File: config.mk
export PLATFORM = sky130hd
export DESIGN_NAME = packet_arb_mux
export DESIGN_NICKNAME = d
export VERILOG_FILES = /design/src/rtl/mux_pkg.sv /design/src/rtl/rr_arbiter.sv /design/src/rtl/packet_arb_mux.sv
export SDC_FILE = /design/constraint.sdc
export NUM_CORES = 1
export LEC_CHECK = 0
export CAP_MARGIN = 15
export CORE_MARGIN = 2
export CORE_UTILIZATION = 24
export CTS_BUF_LIST = sky130_fd_sc_hd__clkbuf_4 sky130_fd_sc_hd__clkbuf_8
export DETAILED_ROUTE_END_ITERATION = 8
export PLACE_DENSITY = 0.79
export RECOVER_POWER = 100
export SLEW_MARGIN = 25
export SYNTH_ARGS = -nofsm -noshare
export SYNTH_HDL_FRONTEND = slang
export SYNTH_SLANG_ARGS = --single-unit
File: constraint.sdc
create_clock -name clk -period 1.5 [get_ports clk]
set_input_delay 0.225 -clock clk [delete_from_list [all_inputs] [get_ports clk]]
set_output_delay 0.225 -clock clk [all_outputs]
set_load 0.05 [all_outputs]
File: src/rtl/mux_pkg.sv
// Shared types and helpers for the packet arbitration multiplexer.
package mux_pkg;

  typedef enum logic {
    ARB_FIXED = 1'b0,
    ARB_RR    = 1'b1
  } arb_mode_e;

  typedef enum logic {
    StIdle   = 1'b0,
    StLocked = 1'b1
  } mux_state_e;

  // Select-index width; never narrower than one bit.
  function automatic int unsigned sel_width(input int unsigned n);
    return (n <= 2) ? 1 : int'($clog2(n));
  endfunction

endpackage

File: src/rtl/rr_arbiter.sv
// Combinational arbiter: fixed lowest-index or round-robin search starting at a pointer.
module rr_arbiter
  import mux_pkg::*;
#(
  parameter int unsigned N     = 4,
  parameter arb_mode_e   MODE  = ARB_RR,
  parameter int unsigned SEL_W = sel_width(N)
) (
  input  logic [N-1:0]     req_i,
  input  logic [SEL_W-1:0] ptr_i,
  output logic [SEL_W-1:0] winner_o,
  output logic             any_o
);

  int unsigned      idx;
  logic [SEL_W-1:0] idx_sel;
  logic             found;

  // Scan the request vector from the start index, wrapping once; first hit wins.
  always_comb begin
    winner_o = '0;
    any_o    = |req_i;
    found    = 1'b0;
    idx      = 0;
    idx_sel  = '0;
    for (int unsigned i = 0; i < N; i++) begin
      if (MODE == ARB_RR) begin
        idx = 32'(ptr_i) + i;
      end else begin
        idx = i;
      end
      if (idx >= N) begin
        idx = idx - N;
      end
      idx_sel = idx[SEL_W-1:0];
      if (!found && req_i[idx_sel]) begin
        found    = 1'b1;
        winner_o = idx_sel;
      end
    end
  end

endmodule

File: src/rtl/packet_arb_mux.sv
// N-input packet-atomic stream mux. A grant is held from the first beat until the
// granted packet's last beat is accepted; input 0 may take a zero-latency path when idle.
module packet_arb_mux
  import mux_pkg::*;
#(
  parameter int unsigned P_DATA_WIDTH = 32,
  parameter int unsigned P_NUM_INPUTS = 4,
  parameter arb_mode_e   P_ARB_MODE   = ARB_RR,
  parameter int unsigned P_FAST0      = 1,
  localparam int unsigned SEL_W       = sel_width(P_NUM_INPUTS)
) (
  input  logic                                   clk,
  input  logic                                   rst_n,
  input  logic [P_NUM_INPUTS-1:0]                valid_in,
  input  logic [P_NUM_INPUTS-1:0]                last_in,
  input  logic [P_NUM_INPUTS*P_DATA_WIDTH-1:0]   data_in,
  output logic [P_NUM_INPUTS-1:0]                ready_in,
  output logic                                   valid_out,
  output logic                                   last_out,
  output logic [P_DATA_WIDTH-1:0]                data_out,
  input  logic                                   ready_out,
  output logic [SEL_W-1:0]                       sel_out,
  output logic                                   active_out
);

  mux_state_e       state_q, state_d;
  logic [SEL_W-1:0] grant_q, grant_d;
  logic [SEL_W-1:0] rr_ptr_q, rr_ptr_d;

  logic [SEL_W-1:0] arb_winner;
  logic             arb_any;
  logic             fast_win;

  logic [P_DATA_WIDTH-1:0] data_arr [P_NUM_INPUTS];

  for (genvar gi = 0; gi < P_NUM_INPUTS; gi++) begin : g_unpack
    assign data_arr[gi] = data_in[gi*P_DATA_WIDTH +: P_DATA_WIDTH];
  end

  rr_arbiter #(
    .N     (P_NUM_INPUTS),
    .MODE  (P_ARB_MODE),
    .SEL_W (SEL_W)
  ) u_arb (
    .req_i    (valid_in),
    .ptr_i    (rr_ptr_q),
    .winner_o (arb_winner),
    .any_o    (arb_any)
  );

  // Data follows the selected index; in IDLE that is input 0.
  assign data_out = data_arr[sel_out];

  // Next-state and output decode; ready never depends on any valid_in.
  always_comb begin
    state_d    = state_q;
    grant_d    = grant_q;
    rr_ptr_d   = rr_ptr_q;
    sel_out    = '0;
    valid_out  = 1'b0;
    last_out   = 1'b0;
    ready_in   = '0;
    active_out = 1'b0;
    fast_win   = (P_FAST0 != 0) && valid_in[0];

    unique case (state_q)
      StIdle: begin
        if (P_FAST0 != 0) begin
          valid_out   = valid_in[0];
          last_out    = last_in[0];
          // Held low while in reset so no beat is accepted before release.
          ready_in[0] = ready_out & rst_n;
        end
        if (fast_win) begin
          // A single-beat packet accepted on the fast path leaves the state untouched.
          if (!(ready_out && last_in[0])) begin
            state_d = StLocked;
            grant_d = '0;
          end
        end else if (arb_any) begin
          state_d = StLocked;
          grant_d = arb_winner;
        end
      end
      StLocked: begin
        sel_out           = grant_q;
        active_out        = 1'b1;
        valid_out         = valid_in[grant_q];
        last_out          = last_in[grant_q];
        ready_in[grant_q] = ready_out;
        if (valid_out && ready_out && last_out) begin
          state_d = StIdle;
          if (P_ARB_MODE == ARB_RR) begin
            rr_ptr_d = (grant_q == SEL_W'(P_NUM_INPUTS - 1)) ? '0 : grant_q + SEL_W'(1);
          end
        end
      end
      default: begin
        state_d = StIdle;
      end
    endcase
  end

  // State, grant and round-robin pointer registers.
  always_ff @(posedge clk or negedge rst_n) begin
    if (!rst_n) begin
      state_q  <= StIdle;
      grant_q  <= '0;
      rr_ptr_q <= '0;
    end else begin
      state_q  <= state_d;
      grant_q  <= grant_d;
      rr_ptr_q <= rr_ptr_d;
    end
  end

endmodule

==> run metrics <==
status finished with violations; failing checks negative setup slack; minimum setup slack in the final design -0.4471 ns; Finish-stage setup viols 45; Hold Vio Cnt, Final 0; yosys warns 0; Die W about 81 µm; Crit Path Class reg2out; fin crit share 1.298; CTS tree yes; Total Wirelength 10,970 µm; vias in the first global route between 2,000 and 3,000; antenna cells 0; placed insts slightly below 500; Worst Clk Skew ~0.0057 ns; Avg Synthesized Cell Area 6.340 µm²; power per cell area between 2000 and 3000 mW/mm²; Initial Utilization 0.2521; combinational power share 0.956; Syn Nets around 370; met3 usage 0.06667; DPL Wire Length 6655 µm; global-route wire length before repair between 10,000 and 15,000 µm; synthesis-stage register bit count 5; Crit Path Max Fanout 6; min Tclk post-route around 1.9 ns; Leak ~1.9 nW; Sw Ratio 0.5125; r2r setup slk -0.24 ns; Cell Area, Synth roughly 0.0014 mm²; TritonCTS buffer count 3; number of cells produced by synthesis 223; sequential power share 0.023; largest family of logic cells by synthesized area simple AND/OR/NAND/NOR gates; sequential area share after synthesis 0.08850; Ports 180; Wirelength per Cell around 21 µm; GRT overflow 0; GRT Util Overall 0.2552; area growth from synthesis to layout 260.4%; fin nets a little under 600; initial antenna violation count 0; Slew Limit Fails 0; RSZ-0062 raised after global routing yes; busiest grt layer met2; Cell Int Power 6.699 mW; first-pass detailed-route iteration total 4; largest net degree at the start of global routing 21; clock sink count 5; crit path launch type register; met2 usage 0.5025; Peak VDD IR approximately 0.0020 V; max cap viols 0; Clock Power Share 0.021; Multi-input gate area 0.002023 mm²; met1 Use GR 0.2493; Register Area around 130 µm²; core area approximately 0.0056 mm²; fraction of synthesized area in multiplexers 0.07345; CP required ~1.3 ns; die area 0.006521 mm²; Core Util, Final 0.9085; Compound-Gate Fraction of Synth Area 0.3566; clock buffer depth 2; Final Instance Count excl. Fillers 514; via density per instance ~5.4; Rows 27; # hold bufs at CTS 0; Worst-Margin Slew slightly below 0.5 ns; Skew-Pair Late Insertion Delay 0.24 ns; Hold Slack roughly 0.47 ns; layout cells sized above 1 0.4480; crit end category output pin; NetSw slightly above 7 mW; Die Ht about 81 µm; Rel. slew slack 0.6664; ANT nets after route 0; routed vias 2,764; CTS root buffer clkbuf_8; Clock transition at path regs ~0.040 ns; Min-Delay Path Class in2async; fillers 228; 1st-iter DRT viols 60; GP Congestion around 0.85; critical path arrival between 1.5 and 2 ns; xor-xnor portion of the synthesized cell area 0; Cell variety after synth 29; post-synthesis simple-gate area fraction 0.3681; H-tree levels 1; drt drc 0; # port buffers about 180; Fmax achieved 513.6 MHz; Adder-Cell Fraction of Synth Area 0.03540
==> final timing paths <==
check	start	endpoint	cells after the start
worst max-delay path	grant_q[0]	last_out	3
worst min-delay path	rst_n	rr_ptr_q[0]	2
worst max register to register	grant_q[0]	rr_ptr_q[1]	4
worst min register to register	rr_ptr_q[0]	rr_ptr_q[0]	1
max in group asynchronous	rst_n	state_q	2
min in group clk	rr_ptr_q[0]	rr_ptr_q[0]	1
==> stage by stage <==
step	setup slack (ns)	cell area [µm²]	total power [mW]	setup TNS (ns)
3_5_place_dp	-0.3864	4562	11.84	-11.57
4_1_cts	-0.4217	4802	12.70	-13.51
2_1_floorplan	-0.1220	2235	7.272	-3.844
3_3_place_gp	-0.3472	4562	11.67	-10.81
5_1_grt	-0.4943	5095	14.16	-17.30
6_report	-0.4471	5095	13.74	-14.86
==> power by group through the flow <==
stage               registers, mW  clock network, mW  logic [mW]
global route                0.322              0.303        13.5
global placement            0.286                  0        11.4
finish                      0.313              0.295        13.1
CTS                         0.307              0.286        12.1
floorplan                   0.298                  0        6.97
detailed placement          0.290                  0        11.5
==> synth_stat cells <==
cell type	n	area, µm²
nand2_1	67	251.5
a31oi_1	33	206.5
a211oi_1	32	240.2
and2_1	28	175.2
clkbuf_1	13	48.80
dfrtp_1	5	125.1
and2_2	4	30.03
buf_2	4	20.02
ha_1	4	50.05
inv_1	4	15.01
mux2_2	4	45.04
and3_1	3	18.77
buf_1	2	7.510
nand2b_1	2	12.51
nor2_1	2	7.510
o21ai_0	2	10.01
o2bb2ai_1	2	17.52
a21boi_0	1	7.510
a21oi_1	1	5.000
a311o_1	1	10.01
buf_4	1	7.510
buf_6	1	11.26
mux2i_1	1	10.01
mux4_1	1	26.28
mux4_2	1	22.52
nand4_2	1	12.51
nor2b_1	1	6.260
nor4_1	1	6.260
o21a_1	1	7.510
==> flip-flops by register name, indices dropped and copies added (netlist names) <==
name      cells
grant_q       2
state_q       1
rr_ptr_q      2
==> logic make-up after synthesis <==
kind of cell | Yosys count
adders and majority gates | 4
AOI/OAI and AO/OA | 73
and+or+nand+nor | 109
buffers and inverters | 25
muxes | 7
DFF | 5
==> cells in the final DEF, fill, tap and decap left out, drive strengths merged, types with 3 or more instances in the layout <==
| cell | instances |
|---|---|
| clkdlybuf4s50 | 137 |
| buf | 93 |
| nand2 | 67 |
| a31oi | 33 |
| and2 | 32 |
| a211oi | 32 |
| clkbuf | 8 |
| dfrtp | 5 |
| mux2 | 4 |
| ha | 4 |
| and3 | 3 |
| inv | 3 |
==> routing by layer <==
metal / up-vias / part of all wire
li1: 1241 / -
met1: 1302 / 0.34
met2: 179 / 0.53
met3: 42 / 0.085
met4: 0 / 0.045
met5: - / 0
==> critical path, cell delays in order, from the launching register on <==
cell and delay [ns]:
dfrtp_2 0.48, mux4_2 0.57, mux2_4 0.28, buf_6 0.15
==> timing repair <==
action	CTS	global route
cloned	1	2
pin swaps	2	5
endpoints found under the setup margin	43	44
endpoints found under the hold margin	0	0
resized for setup	37	27
buffers inserted	2	18
==> layout make-up <==
| cell class | count | area share |
|---|---|---|
| repair buffers | 236 | 0.5454 |
| clock buffers | 4 | 0.009578 |
| well taps | 72 | 0.01768 |
| multi-input cells | 193 | 0.3971 |
| flip-flops and latches | 5 | 0.02505 |
| inverters | 4 | 0.005157 |
Power figures use the tool's default switching activity.
